**src/rtl/axis_scaler_ramp_ctrl.sv**
```systemverilog
// Gain sequencer: steps the scaler's signed scale factor toward a commanded target.
// Optional hold-then-mute envelope enabled by defining SCALER_RAMP_DWELL_EN.
module axis_scaler_ramp_ctrl #(
    parameter int DATA_WIDTH = 14,
    parameter int CNTR_WIDTH = 32,
    parameter int INIT_SCALE = 4096
) (
    input  logic                         aclk,
    input  logic                         areset,
    input  logic signed [DATA_WIDTH-1:0] cfg_target,
    input  logic        [DATA_WIDTH-1:0] cfg_step,
    input  logic        [CNTR_WIDTH-1:0] cfg_interval,
    input  logic        [CNTR_WIDTH-1:0] cfg_dwell,
    input  logic                         start,
    input  logic                         abort,
    output logic signed [DATA_WIDTH-1:0] scale_data,
    output logic                         busy,
    output logic                         done
);

    localparam int W = DATA_WIDTH;
    localparam logic signed [W-1:0] INIT_S = W'(INIT_SCALE);

`ifdef SCALER_RAMP_DWELL_EN
    typedef enum logic [1:0] {IDLE = 2'd0, RAMP = 2'd1, DONE = 2'd2, DWELL = 2'd3} state_t;
`else
    typedef enum logic [1:0] {IDLE = 2'd0, RAMP = 2'd1, DONE = 2'd2} state_t;
`endif

    state_t                  state_r;
    logic signed [W-1:0]     scale_r;
    logic signed [W-1:0]     tgt_r;
    logic        [W-1:0]     step_r;
    logic [CNTR_WIDTH-1:0]   intv_r;
    logic [CNTR_WIDTH-1:0]   cnt_r;
    logic                    start_prev_r;
    logic                    busy_r;
    logic                    done_r;

    logic                    edge_s;
    logic                    relatch_s;
    logic [CNTR_WIDTH-1:0]   intv_eff_s;
    logic signed [W:0]       cur_ext_s;
    logic signed [W:0]       tgt_ext_s;
    logic signed [W:0]       step_ext_s;
    logic signed [W:0]       diff_s;
    logic signed [W:0]       stepped_s;
    logic        [W:0]       mag_s;
    logic                    reach_s;
    logic                    active_s;

`ifdef SCALER_RAMP_DWELL_EN
    logic [CNTR_WIDTH-1:0]   dwell_r;
`else
    logic                    dwell_unused_s;
    assign dwell_unused_s = ^cfg_dwell;
`endif

    // Start edge, relatch qualification and one-step arithmetic at W+1 bits.
    always_comb begin
        edge_s     = start & ~start_prev_r;
        intv_eff_s = (cfg_interval == '0) ? CNTR_WIDTH'(1) : cfg_interval;
        cur_ext_s  = {scale_r[W-1], scale_r};
        tgt_ext_s  = {tgt_r[W-1], tgt_r};
        step_ext_s = {1'b0, step_r};
        diff_s     = tgt_ext_s - cur_ext_s;
        if (diff_s[W]) begin
            mag_s     = -diff_s;
            stepped_s = cur_ext_s - step_ext_s;
        end else begin
            mag_s     = diff_s;
            stepped_s = cur_ext_s + step_ext_s;
        end
        reach_s = (step_r == '0) || (mag_s <= {1'b0, step_r});
        case (state_r)
            IDLE:    active_s = 1'b0;
            RAMP:    active_s = 1'b1;
`ifdef SCALER_RAMP_DWELL_EN
            DWELL:   active_s = 1'b1;
`endif
            default: active_s = 1'b0;
        endcase
        // DONE never relatches; abort swallows a coincident edge everywhere.
        relatch_s = edge_s & ~abort & (state_r != DONE);
    end

    // Shadow copies of the command, frozen between start edges.
    always_ff @(posedge aclk or posedge areset) begin
        if (areset) begin
            tgt_r   <= INIT_S;
            step_r  <= '0;
            intv_r  <= CNTR_WIDTH'(1);
`ifdef SCALER_RAMP_DWELL_EN
            dwell_r <= '0;
`endif
        end else if (relatch_s) begin
            tgt_r   <= cfg_target;
            step_r  <= cfg_step;
            intv_r  <= intv_eff_s;
`ifdef SCALER_RAMP_DWELL_EN
            dwell_r <= cfg_dwell;
`endif
        end
    end

    // Sequencer state, interval/dwell counter and registered outputs.
    always_ff @(posedge aclk or posedge areset) begin
        if (areset) begin
            state_r      <= IDLE;
            scale_r      <= INIT_S;
            cnt_r        <= '0;
            start_prev_r <= 1'b1;
            busy_r       <= 1'b0;
            done_r       <= 1'b0;
        end else begin
            start_prev_r <= start;
            busy_r       <= active_s;
            done_r       <= (state_r == DONE) & ~abort;
            if (relatch_s) begin
                state_r <= RAMP;
                cnt_r   <= intv_eff_s - CNTR_WIDTH'(1);
            end else if (abort) begin
                state_r <= IDLE;
            end else begin
                case (state_r)
                    RAMP: begin
                        if (cnt_r != '0) begin
                            cnt_r <= cnt_r - CNTR_WIDTH'(1);
                        end else if (reach_s) begin
                            scale_r <= tgt_r;
                            state_r <= DONE;
                        end else begin
                            scale_r <= stepped_s[W-1:0];
                            cnt_r   <= intv_r - CNTR_WIDTH'(1);
                        end
                    end
`ifdef SCALER_RAMP_DWELL_EN
                    DONE: begin
                        state_r <= DWELL;
                        cnt_r   <= dwell_r;
                    end
                    DWELL: begin
                        if (cnt_r != '0) begin
                            cnt_r <= cnt_r - CNTR_WIDTH'(1);
                        end else begin
                            scale_r <= '0;
                            state_r <= IDLE;
                        end
                    end
`else
                    DONE: state_r <= IDLE;
`endif
                    IDLE:    state_r <= IDLE;
                    default: state_r <= IDLE;
                endcase
            end
        end
    end

    assign scale_data = scale_r;
    assign busy       = busy_r;
    assign done       = done_r;

endmodule

```
**config.mk**
```make
export PLATFORM = sky130hd
export DESIGN_NAME = axis_scaler_ramp_ctrl
export DESIGN_NICKNAME = d
export VERILOG_FILES = /design/src/rtl/axis_scaler_ramp_ctrl.sv
export SDC_FILE = /design/constraint.sdc
export NUM_CORES = 1
export LEC_CHECK = 0
export CELL_PAD_IN_SITES_DETAIL_PLACEMENT = 0
export CELL_PAD_IN_SITES_GLOBAL_PLACEMENT = 2
export CORE_AREA = 2 2 151 153
export CTS_CLUSTER_SIZE = 12
export DETAILED_ROUTE_END_ITERATION = 6
export DIE_AREA = 0 0 153 155
export GPL_TIMING_DRIVEN = 0
export PLACE_DENSITY_LB_ADDON = 0.2
export SLEW_MARGIN = 30
export SYNTH_ARGS = -nofsm -noshare
export SYNTH_HDL_FRONTEND = slang
export SYNTH_SLANG_ARGS = --single-unit
```
**constraint.sdc**
```tcl
create_clock -name aclk -period 9.12 [get_ports aclk]
set_input_delay 1.368 -clock aclk [delete_from_list [all_inputs] [get_ports aclk]]
set_output_delay 1.368 -clock aclk [all_outputs]
set_load 0.01 [all_outputs]
```
==> flow_summary.yaml <==
outcome:
  status: "completed"
min_path:
  hold_path_depth: 1
  min_path_type: "reg2reg"
yosys:
  synthDistinctLibCells: 65
  synth_area_mm2: 0.007804
  synth_top_flop_cell: "dfrtp_1"
  ys_ff_latch: 111
  seq_area_frac_synth_pct: 35.66
  synth_fp_nets: 1048
  async_flop_share_pct: 100.0
  synth_edf_count: 0
  synth_area_per_cell_um2: 8.613
  yosys_warnings: 0
  netlist_instances: 906
floorplanning:
  dieArea_mm2: 0.02372
  fp.dieH_um: 155
  initial_core_util_pct: 35.11
  core-area_mm2: 0.02223
  num_rows: 55
  ioPinCount: 112
  die_w_um: 153
timing:
  setup_viol: 0
  rsz0062_at_grt: "no"
  maxSlewViolCount: 0
  hold_violations: 0
  maxSlewHeadroom_pct: 41.02
  tightest_slew_ns: 0.8754
  setup_tns_ns: 0
  fin_crit_sh_pct: 72.75
  fin_ws_ns: 2.486
  clock_skew_ns: 0.01277
  fin_crit_ns: 6.634
  fmax_ghz: 0.1507
setup_path:
  endpoint_kind: "register"
  cp.arrival_ns: 6.89
  crit_required_ns: 9.38
  start_kind: "primary input"
  cp_cell_sequence: "clkdlybuf4s50_1 > nand2b_1 > nor3_1 > clkbuf_1 > clkbuf_1 > clkbuf_1 > clkbuf_1 > clkbuf_1 > o21a_1 > ha_1 > nand4_1 > nor4_4 > nand4_1 > xor2_1 > mux2_4"
  cp_slowest_cell: "nor4_4"
  crit_path_max_fanout: 10
  critPathMaxStageDelay_ns: 0.70
  crit_top_cell: "clkbuf_1"
  reg2regPathDepth: 24
  setup.worst_path.class: "in2reg"
finish:
  syn_to_final_growth_pct: 19.37
  antenna_cells: 0
  drive_above_1_share_pct: 6.986
  finish.net_count: 1139
clock_tree:
  cts_buffers: 9
  clock_sink_count: 111
  postCtsSetupRepairBufs: 0
  cts_root_buf: "clkbuf_16"
  cts_hold_buf: 0
  cts_buffer_depth: 2
  clock_latency_ns: 0.37
  cts-resized-gates: 0
  path_clk_slew_ns: 0.08
  cts_tree: "built"
  htreeDepth: 3
global_routing:
  grt_first_pass_wirelength_um: 37890
  antenna_found_initial: 0
  grtUsageTotal_pct: 20.46
  grt_max_degree: 57
  gr-total-overflow: 0
  grt_pass1_vias: 6842
pwr:
  leakage_nw: 4.089
  power_density_mw_per_mm2: 232.3
  peakVddDrop_mv: 0.1079
place:
  pre_cts_ws_ns: 1.984
  port_buffers: 79
  dp_hpwl_um: 18450
  gp_congestion: 0.8241
drt:
  vias: 6681
  post_drt_wl_per_cell_um: 18.57
  ant_nets: 0
  wirelength_um: 23900
  dr.pass1.iters: 5
  routed_via_density: 5.191
  drc: 0
  drt_iter0_markers: 298
flow_run:
  cap_violations: 0
==> metrics by stage <==
| stage | power [mW] | cell area (um2) | std cells | hold WS [ns] | util, % |
|---|---|---|---|---|---|
| 2_1_floorplan | 1.469 | 7804 | 906 | 0.4018 | - |
| 3_3_place_gp | 1.728 | 8951 | 1270 | 0.4376 | 40.27 |
| 3_5_place_dp | 1.735 | 9000 | 1271 | 0.4246 | 40.49 |
| 4_1_cts | 2.186 | 9315 | 1287 | 0.4464 | 41.91 |
| 5_1_grt | 2.324 | 9315 | 1287 | 0.4533 | 41.91 |
| 6_report | 2.164 | 9315 | 1287 | 0.4538 | 41.91 |
==> Yosys cell counts (6+ instances only) <==
master | number | area, um2
nand2_1 | 186 | 698.2
dfrtp_1 | 107 | 2678
nor2_1 | 61 | 229.0
inv_1 | 60 | 225.2
o21ai_0 | 57 | 285.3
xnor2_1 | 48 | 420.4
ha_1 | 44 | 550.5
a21oi_1 | 41 | 205.2
mux2i_1 | 29 | 290.3
clkbuf_1 | 24 | 90.09
xor2_1 | 23 | 201.4
nand3_1 | 19 | 95.09
mux2_4 | 18 | 270.3
nand4_1 | 17 | 106.4
nor4_1 | 16 | 100.1
nor3_1 | 14 | 70.07
o21a_1 | 10 | 75.07
a21o_1 | 8 | 60.06
a31oi_1 | 8 | 50.05
nor2b_1 | 7 | 43.79
o221a_2 | 7 | 78.83
o31ai_1 | 7 | 52.55
nand2b_1 | 6 | 37.54
or3_1 | 6 | 37.54
==> sequential cells by signal (all words and copies together), names as in the netlist <==
name and cells:
busy 1, state_r 2, step_r 14, tgt_r 14, done 1, start_prev_r 1
scale_data 14, intv_r 32, cnt_r 32
==> per-layer routing <==
layer  track usage [%]  wire length, um  vias to the layer above
met5                 0                0                        -
met4             4.674              422                        0
met3             3.175              593                       26
met2             37.67            12210                       88
met1             25.21            10670                     3231
li1                  -                -                     3336
==> kinds of logic (layout without fill, tap and decap cells) <==
kind of cell             count (synthesis)  after routing  synth area share [%]
AND/OR/NAND/NOR                        348            348                 19.80
XOR/XNOR                                72             72                 8.177
flip-flops                             111            111                 35.66
AO/OA/AOI/OAI                          182            182                 15.52
buffers and inverters                   95            191                 5.371
multiplexers                            52             52                 7.904
adder cells (fa/ha/maj)                 46             46                 7.568
==> cell usage in the layout, fill, tap and decap left out, drive strengths merged, types with 7 or more instances in the layout <==
master / n
o221a: 7
nor3: 14
inv: 63
buf: 12
nor2b: 7
clkbuf: 35
o21ai: 57
xnor2: 48
a31oi: 8
nand3: 19
nand4: 17
clkdlybuf4s50: 79
o21a: 10
xor2: 24
o31ai: 7
mux2: 23
mux2i: 29
a21oi: 41
nand2: 186
a21o: 8
nor4: 17
ha: 44
dfrtp: 107
nor2: 61
==> cell type report <==
cell class / count / area, um2
buffer: 35 / 193.9
clock buffer: 11 / 242.7
clock inverter: 5 / 72.57
fill: 2277 / 12910
inverter: 60 / 232.7
multi-input combinational: 700 / 4616
sequential: 111 / 2783
tap: 285 / 356.6
timing repair buffer: 80 / 818.3
==> worst max-delay path: cells and delay by family <==
family,cells,cell delay (ns)
compound gates,1,0.24
fa+ha+maj,1,0.20
mux,1,0.26
buf+inv,6,3.06
xor+xnor,1,0.19
simple gates,5,1.55
==> power by group <==
part / switching, mW / internal [mW] / leakage (nW) / total [mW]
registers: 0.106 / 0.607 / 1.38 / 0.712
clock network: 0.212 / 0.228 / 0.156 / 0.440
logic: 0.536 / 0.475 / 2.55 / 1.01
==> final timing paths <==
kind	slack (ns)	endpoint	start
setup / recovery	2.49	cnt_r[22]$_DFFE_PP0P_	start
min in group asynchronous	1.42	cnt_r[30]$_DFFE_PP0P_	areset
max in group asynchronous	7.00	scale_data[12]$_DFFE_PP1P_	areset
setup reg to reg	3.40	cnt_r[8]$_DFFE_PP0P_	tgt_r[0]$_DFFE_PP0P_
hold reg to reg	0.45	busy$_DFF_PP0_	state_r[1]$_DFFE_PP0P_
hold / removal	0.45	busy$_DFF_PP0_	state_r[1]$_DFFE_PP0P_
Note: power is estimated with default switching activity, not from simulation.
